<file path="src/rtl/dmem_responder.sv">
// Data-port memory responder: one request in flight, programmable wait states, registered response.
// Define DMEM_MMIO_EN to decode the console (0x0) and halt (0x4) words instead of RAM words 0/1.
module dmem_responder #(
  parameter int ADDR_W      = 6,
  parameter int WAIT_CYCLES = 2
) (
  input  logic        clk,
  input  logic        reset,
  input  logic        req_valid,
  output logic        req_ready,
  input  logic        req_we,
  input  logic [31:0] req_addr,
  input  logic [31:0] req_wdata,
  input  logic [3:0]  req_be,
  output logic        rsp_valid,
  input  logic        rsp_ready,
  output logic [31:0] rsp_rdata,
  output logic        rsp_err,
  output logic        console_valid,
  output logic [31:0] console_data,
  output logic        halt
);

  localparam int DEPTH = 2 ** ADDR_W;
  localparam logic [7:0] WAIT_INIT = 8'(WAIT_CYCLES);

  typedef enum logic [1:0] {S_IDLE, S_WAIT, S_RESP} state_t;

  state_t            state_reg, state_next;
  logic [7:0]        cnt_reg, cnt_next;
  logic              we_reg;
  logic [31:0]       addr_reg, wdata_reg;
  logic [3:0]        be_reg;
  logic [31:0]       rdata_reg, rdata_next;
  logic              err_reg, err_next;
  logic              access;
  logic              addr_err;
  logic              ram_we;
  logic              mmio_hit;
  logic [31:0]       mmio_rdata;
  logic [ADDR_W-1:0] word_idx;
  logic [31:0]       ram_word;

  assign word_idx = addr_reg[ADDR_W+1:2];
  assign addr_err = (addr_reg[1:0] != 2'b00) || (addr_reg[31:ADDR_W+2] != '0);
  assign ram_we   = access && we_reg && !addr_err && !mmio_hit;

  always_ff @(posedge clk or posedge reset) begin
    if (reset) begin
      state_reg <= S_IDLE;
      cnt_reg   <= 8'd0;
      we_reg    <= 1'b0;
      addr_reg  <= 32'd0;
      wdata_reg <= 32'd0;
      be_reg    <= 4'd0;
      rdata_reg <= 32'd0;
      err_reg   <= 1'b0;
    end else begin
      state_reg <= state_next;
      cnt_reg   <= cnt_next;
      rdata_reg <= rdata_next;
      err_reg   <= err_next;
      if (state_reg == S_IDLE && req_valid) begin
        we_reg    <= req_we;
        addr_reg  <= req_addr;
        wdata_reg <= req_wdata;
        be_reg    <= req_be;
      end
    end
  end

  always_comb begin
    state_next = state_reg;
    cnt_next   = cnt_reg;
    rdata_next = rdata_reg;
    err_next   = err_reg;
    access     = 1'b0;
    case (state_reg)
      S_IDLE: begin
        if (req_valid) begin
          state_next = S_WAIT;
          cnt_next   = WAIT_INIT;
        end
      end
      S_WAIT: begin
        if (cnt_reg != 8'd0) begin
          cnt_next = cnt_reg - 8'd1;
        end else begin
          access     = 1'b1;
          state_next = S_RESP;
          err_next   = addr_err;
          // Stores and faulting accesses return zero data.
          if (addr_err || we_reg)
            rdata_next = 32'd0;
          else if (mmio_hit)
            rdata_next = mmio_rdata;
          else
            rdata_next = ram_word;
        end
      end
      S_RESP: begin
        if (rsp_ready)
          state_next = S_IDLE;
      end
      default: state_next = S_IDLE;
    endcase
  end

  assign req_ready = (state_reg == S_IDLE);
  assign rsp_valid = (state_reg == S_RESP);
  assign rsp_rdata = rdata_reg;
  assign rsp_err   = err_reg;

  // One array per byte lane so each lane's write enable stays independent.
  genvar gi;
  generate
    for (gi = 0; gi < 4; gi++) begin : g_lane
      logic [7:0] lane_mem [DEPTH];
      always_ff @(posedge clk) begin
        if (ram_we && be_reg[gi])
          lane_mem[word_idx] <= wdata_reg[8*gi +: 8];
      end
      assign ram_word[8*gi +: 8] = lane_mem[word_idx];
    end
  endgenerate

`ifdef DMEM_MMIO_EN
  logic        console_valid_reg;
  logic [31:0] console_data_reg;
  logic        halt_reg;
  logic        mmio_store;

  assign mmio_hit   = (addr_reg[31:3] == 29'd0);
  assign mmio_rdata = addr_reg[2] ? {31'd0, halt_reg} : console_data_reg;
  assign mmio_store = access && we_reg && !addr_err && mmio_hit;

  always_ff @(posedge clk or posedge reset) begin
    if (reset) begin
      console_valid_reg <= 1'b0;
      console_data_reg  <= 32'd0;
      halt_reg          <= 1'b0;
    end else begin
      console_valid_reg <= mmio_store && !addr_reg[2];
      if (mmio_store && !addr_reg[2])
        console_data_reg <= wdata_reg;
      if (mmio_store && addr_reg[2])
        halt_reg <= 1'b1;
    end
  end

  assign console_valid = console_valid_reg;
  assign console_data  = console_data_reg;
  assign halt          = halt_reg;
`else
  assign mmio_hit      = 1'b0;
  assign mmio_rdata    = 32'd0;
  assign console_valid = 1'b0;
  assign console_data  = 32'd0;
  assign halt          = 1'b0;
`endif

endmodule

</file>
<file path="config.mk">
export PLATFORM = sky130hd
export DESIGN_NAME = dmem_responder
export DESIGN_NICKNAME = d
export VERILOG_FILES = /design/src/rtl/dmem_responder.sv
export SDC_FILE = /design/constraint.sdc
export NUM_CORES = 2
export LEC_CHECK = 0
export BUFFER_PORTS_ARGS = -buffer_cell sky130_fd_sc_hd__buf_2
export CORE_MARGIN = 5
export CORE_UTILIZATION = 45
export CTS_CLUSTER_SIZE = 8
export DETAILED_ROUTE_END_ITERATION = 8
export PLACE_DENSITY = 0.57
export REMOVE_ABC_BUFFERS = 1
export SLEW_MARGIN = 20
export SYNTH_ARGS = -nofsm -noshare
export SYNTH_HDL_FRONTEND = slang
export SYNTH_SLANG_ARGS = --single-unit
</file>
<file path="constraint.sdc">
create_clock -name clk -period 7.35 [get_ports clk]
set_clock_uncertainty 0.15 [all_clocks]
set_input_delay 0.735 -clock clk [delete_from_list [all_inputs] [get_ports clk]]
set_output_delay 0.735 -clock clk [all_outputs]
set_load 0.01 [all_outputs]
</file>
==> results.md <==
| Stage | Result | This run |
|:---|:---|:---|
| setup path | Classification of the worst setup path | reg -> reg |
| grt | Global-route wire length before repair | 400,000 µm |
| clock network | Reg clk slew, reported paths | 50 ps |
| clock network | Clk sink count | 2,160 |
| setup path | RR Endpoint | g_lane[3].lane_mem[55][3] |
| pwr | Fraction of power consumed by sequential logic | 43.5% |
| sta | Min Clock Period, post-route | 4990 ps |
| setup path | Worst path arrival time | 5390 ps |
| sta | Worst hold margin | 99.0 ps |
| clock network | Post-cts resize count | 0 |
| layout | Summed area of non-filler cells in the final layout | 96,700 µm² |
| clock network | Cts hold-fix bufs | 70 |
| layout | Final core utilization | 51.7% |
| setup path | Data required time of the worst path | 7750 ps |
| detailed routing | Uppermost routed layer | met5 |
| status | Run status | finished clean |
| detailed routing | DR WL met2 | 129,000 µm |
| detailed routing | Count of antenna-violating nets left after detailed routing | 0 |
| place | Worst slack at placement | 2400 ps |
| clock network | Longest Clk Path Bufs | 4 |
| detailed routing | DRC marker count from the first detailed-route iteration | 7,628 |
| job | Maximum capacitance violations | 0 |
| clock network | H-tree depth | 5 |
| sta | Worst-Margin Slew | 1310 ps |
| setup path | Startpoint Class | register |
| die | Area of the die | 197,000 µm² |
| logic synthesis | Leading register cell type out of synthesis | sky130_fd_sc_hd__edfxtp_1 |
| sta | RSZ-0062 raised after global routing | no |
| worst hold path | Capture endpoint of the worst hold path | addr_reg[4] |
| setup path | Launch instance of the worst register-to-register path | cnt_reg[0] |
| layout | Synth-to-layout area growth | 14.5% |
| layout | Total area of sequential cells | 64,400 µm² |
| layout | Layout Nets | 5,210 |
| detailed routing | Number of search-and-repair iterations in the first detailed-routing pass | 9 |
| sta | Final count of pins violating max slew | 0 |
| place | Half-perimeter wire length after placement | 168,000 µm |
| place | Final estimated routing congestion in global placement | 0.892 |
| pwr | Leakage power total | 30.7 nW |
| worst hold path | Hold Path Stages | 3 |
| layout | Multi-input combinational cell area | 18,300 µm² |
| clock network | Insertion delay of the later-clocked pin in the worst-skew pair | 960 ps |
| logic synthesis | Post-synthesis cell area | 84,500 µm² |
| logic synthesis | Yosys warning total | 0 |
| detailed routing | Drt drc | 0 |
| detailed routing | Total wirelength of the detailed-routed design | 292,000 µm |
| sta | Final Hold Vio Count | 0 |
| detailed routing | Via total after detailed routing | 50,800 |
| grt | GRT Total Usage | 29.0% |
| sta | Slew Limit Headroom | 12.3% |
| logic synthesis | Post-synthesis cell count | 4,905 |
| logic synthesis | Most area-consuming cells after synthesis | sky130_fd_sc_hd__edfxtp_1, sky130_fd_sc_hd__mux2_2, sky130_fd_sc_hd__dfrtp_1 |
| sta | Final setup vio count | 0 |
| grt | Total congestion overflow | 0 |
| setup path | Worst reg-to-reg path cell count | 10 |
| pwr | Combinational power share | 25.1% |
| grt | Via count of the first global-routing pass | 49,700 |
| layout | Register with the highest flop count | g_lane.lane_mem |
| sta | Final worst path period share | 67.9% |
| detailed routing | Vias per cell | 6.50 |
| clock network | Number of buffers added for setup after CTS | 0 |
| logic synthesis | Synth cell types | 73 |
| grt | Pin count of the biggest net entering global routing | 122 |
| sta | Max frequency | 200 MHz |
| layout | Final Non-Filler Cells | 7,824 |
| grt | Antenna violations before repair | 33 |
| logic synthesis | Mean Syn Cell Area | 17.2 µm² |
| clock network | Num CTS Buffers | 320 |
| pwr | Power share of the clock group | 31.4% |
| logic synthesis | Share of the synthesized area in the top cell type | 72.8% |
| layout | Fraction of layout cells with a size suffix above 1 | 18.7% |
| place | # placed instances | 7,238 |
| die | Area of the core region | 187,000 µm² |
| worst hold path | Startpoint of the tightest hold check path | req_addr[4] |
| pwr | Post-route total power | 41.8 mW |
| setup path | Worst-case register-to-register setup slack | 2360 ps |
| clock network | Root buffer cell | sky130_fd_sc_hd__clkbuf_16 |
| pwr | Reported net switching power | 15.0 mW |
| clock network | TritonCTS clock tree | yes |
| layout | Filler instances | 15,100 |
| logic synthesis | Part of the Yosys area used for sequential elements | 76.1% |
| place | Placed cell areas | 87,200 µm² |
| setup path | Highest fanout seen on the critical path | 36 |
| die | Overall die height | 443 µm |
| logic synthesis | FF+latch count, synth | 2,160 |
| die | Starting utilization of the core area | 45.1% |
| logic synthesis | Cell taking the most area after synthesis | sky130_fd_sc_hd__edfxtp_1 |
| sta | Setup ws final | 2360 ps |
| worst hold path | Tightest Hold Check Type | in -> reg |
| sta | Summed negative setup slack over all endpoints | 0 ps |
| detailed routing | Met3 Routed Length | 35,200 µm |
| layout | Largest register FFs | 2,048 |
| detailed routing | WL per Instance | 37.3 µm |
| pwr | Internal power summed over all cells | 26.9 mW |
| pwr | Power density over cell area | 432 nW/µm² |
| die | DIE WIDTH | 443 µm |
| pwr | Switching Share | 35.8% |
| pwr | Worst IR Drop VDD | 0.647 mV |
| die | Top-level port count | 142 |
| detailed routing | M1 WL | 111,000 µm |
| die | FP Rows | 159 |
| place | # port buffers | 107 |
| setup path | Worst Setup End Kind | register |
| logic synthesis | Number of synthesized flops with an enable pin | 2,048 |
| logic synthesis | Async set or reset register ratio after synthesis | 5.19% |
cell type report:
cell class,count,area share (%)
diodes,25,0.0647
clock buffers,486,9.02
clock inverters,5,0.0517
inverters,17,0.0828
multi-input cells,2380,18.9
flip-flops and latches,2160,66.6
well taps,2495,3.23
repair buffers,256,2.03
power groups by stage:
stage	sequential, mW	combinational [mW]	clock [mW]
4_1_cts	18.2	10.2	13.2
6_report	18.2	10.5	13.1
3_5_place_dp	18.4	10.2	0
3_3_place_gp	18.4	10.1	0
5_1_grt	18.2	10.7	13.8
2_1_floorplan	17.4	5.73	0
routing by layer:
metal,vias up,global-route usage (%)
met2,3686,42.8
met4,36,14.5
met5,-,0.147
li1,20200,-
met3,761,9.72
met1,26200,38.6
cells in the mapped netlist, types with 13 or more instances:
cell type / count
sky130_fd_sc_hd__a211oi_1: 42
sky130_fd_sc_hd__a21oi_1: 139
sky130_fd_sc_hd__a221o_1: 15
sky130_fd_sc_hd__a221oi_1: 38
sky130_fd_sc_hd__a22o_1: 19
sky130_fd_sc_hd__a22oi_1: 55
sky130_fd_sc_hd__a2bb2oi_1: 30
sky130_fd_sc_hd__a32o_1: 18
sky130_fd_sc_hd__buf_1: 35
sky130_fd_sc_hd__buf_2: 110
sky130_fd_sc_hd__buf_4: 92
sky130_fd_sc_hd__buf_6: 20
sky130_fd_sc_hd__clkbuf_1: 122
sky130_fd_sc_hd__dfrtp_1: 112
sky130_fd_sc_hd__edfxtp_1: 2048
sky130_fd_sc_hd__inv_1: 16
sky130_fd_sc_hd__mux2_2: 279
sky130_fd_sc_hd__mux2i_1: 186
sky130_fd_sc_hd__mux4_2: 112
sky130_fd_sc_hd__nand2_1: 194
sky130_fd_sc_hd__nand3_1: 13
sky130_fd_sc_hd__nor2_1: 413
sky130_fd_sc_hd__nor2b_1: 28
sky130_fd_sc_hd__o21ai_0: 94
sky130_fd_sc_hd__o221ai_1: 185
sky130_fd_sc_hd__o22a_1: 35
sky130_fd_sc_hd__o22ai_1: 271
sky130_fd_sc_hd__o31ai_1: 20
how the worst max path moves through the flow:
| stage | from | end | slack [ps] | depth (start not counted) |
|---|---|---|---|---|
| finish | cnt_reg[0] | g_lane[3].lane_mem[55][3] | 2360 | 10 |
| global placement | cnt_reg[0] | g_lane[3].lane_mem[4][3] | 2450 | 10 |
| global route | cnt_reg[0] | g_lane[3].lane_mem[34][4] | 1990 | 10 |
| detailed placement | cnt_reg[0] | g_lane[3].lane_mem[7][2] | 2400 | 10 |
| floorplan | addr_reg[4] | rsp_rdata[24] | -11780 | 6 |
| CTS | cnt_reg[0] | g_lane[3].lane_mem[7][7] | 2360 | 10 |
cell usage in the layout, fill, tap and decap left out, types with 38 or more instances in the layout:
| cell | instances |
|---|---|
| sky130_fd_sc_hd__mux4_2 | 112 |
| sky130_fd_sc_hd__a211oi_1 | 42 |
| sky130_fd_sc_hd__a221oi_1 | 38 |
| sky130_fd_sc_hd__clkbuf_16 | 324 |
| sky130_fd_sc_hd__edfxtp_1 | 2048 |
| sky130_fd_sc_hd__buf_2 | 107 |
| sky130_fd_sc_hd__dfrtp_1 | 77 |
| sky130_fd_sc_hd__o21ai_0 | 94 |
| sky130_fd_sc_hd__a22oi_1 | 55 |
| sky130_fd_sc_hd__clkbuf_1 | 161 |
| sky130_fd_sc_hd__buf_4 | 68 |
| sky130_fd_sc_hd__o22ai_1 | 271 |
| sky130_fd_sc_hd__nor2_1 | 411 |
| sky130_fd_sc_hd__o221ai_1 | 185 |
| sky130_fd_sc_hd__mux2i_1 | 186 |
| sky130_fd_sc_hd__a21oi_1 | 139 |
| sky130_fd_sc_hd__mux2_2 | 279 |
| sky130_fd_sc_hd__nand2_1 | 185 |
| sky130_fd_sc_hd__dlygate4sd3_1 | 70 |
cell families after synthesis:
group,count (synthesis),share of synthesized area [%]
AOI/OAI and AO/OA,1033,8.71
other,1,0.00444
muxes,577,8.91
xor gates and xnor gates,4,0.0415
buffers and inverters,398,2.55
DFF,2160,76.1
and+or+nand+nor,730,3.66
adders and majority gates,2,0.0296
worst max-delay path, cell delays in order, from the launching register on:
cell and delay (ps):
sky130_fd_sc_hd__dfrtp_1 380, sky130_fd_sc_hd__inv_1 120, sky130_fd_sc_hd__ha_1 160, sky130_fd_sc_hd__nor3b_1 390, sky130_fd_sc_hd__nand3_4 90, sky130_fd_sc_hd__buf_4 370, sky130_fd_sc_hd__nor3_1 440, sky130_fd_sc_hd__and2_1 610
sky130_fd_sc_hd__nand2_2 660, sky130_fd_sc_hd__buf_4 550, sky130_fd_sc_hd__nor2_1 620
(Power assumes the default switching activity.)
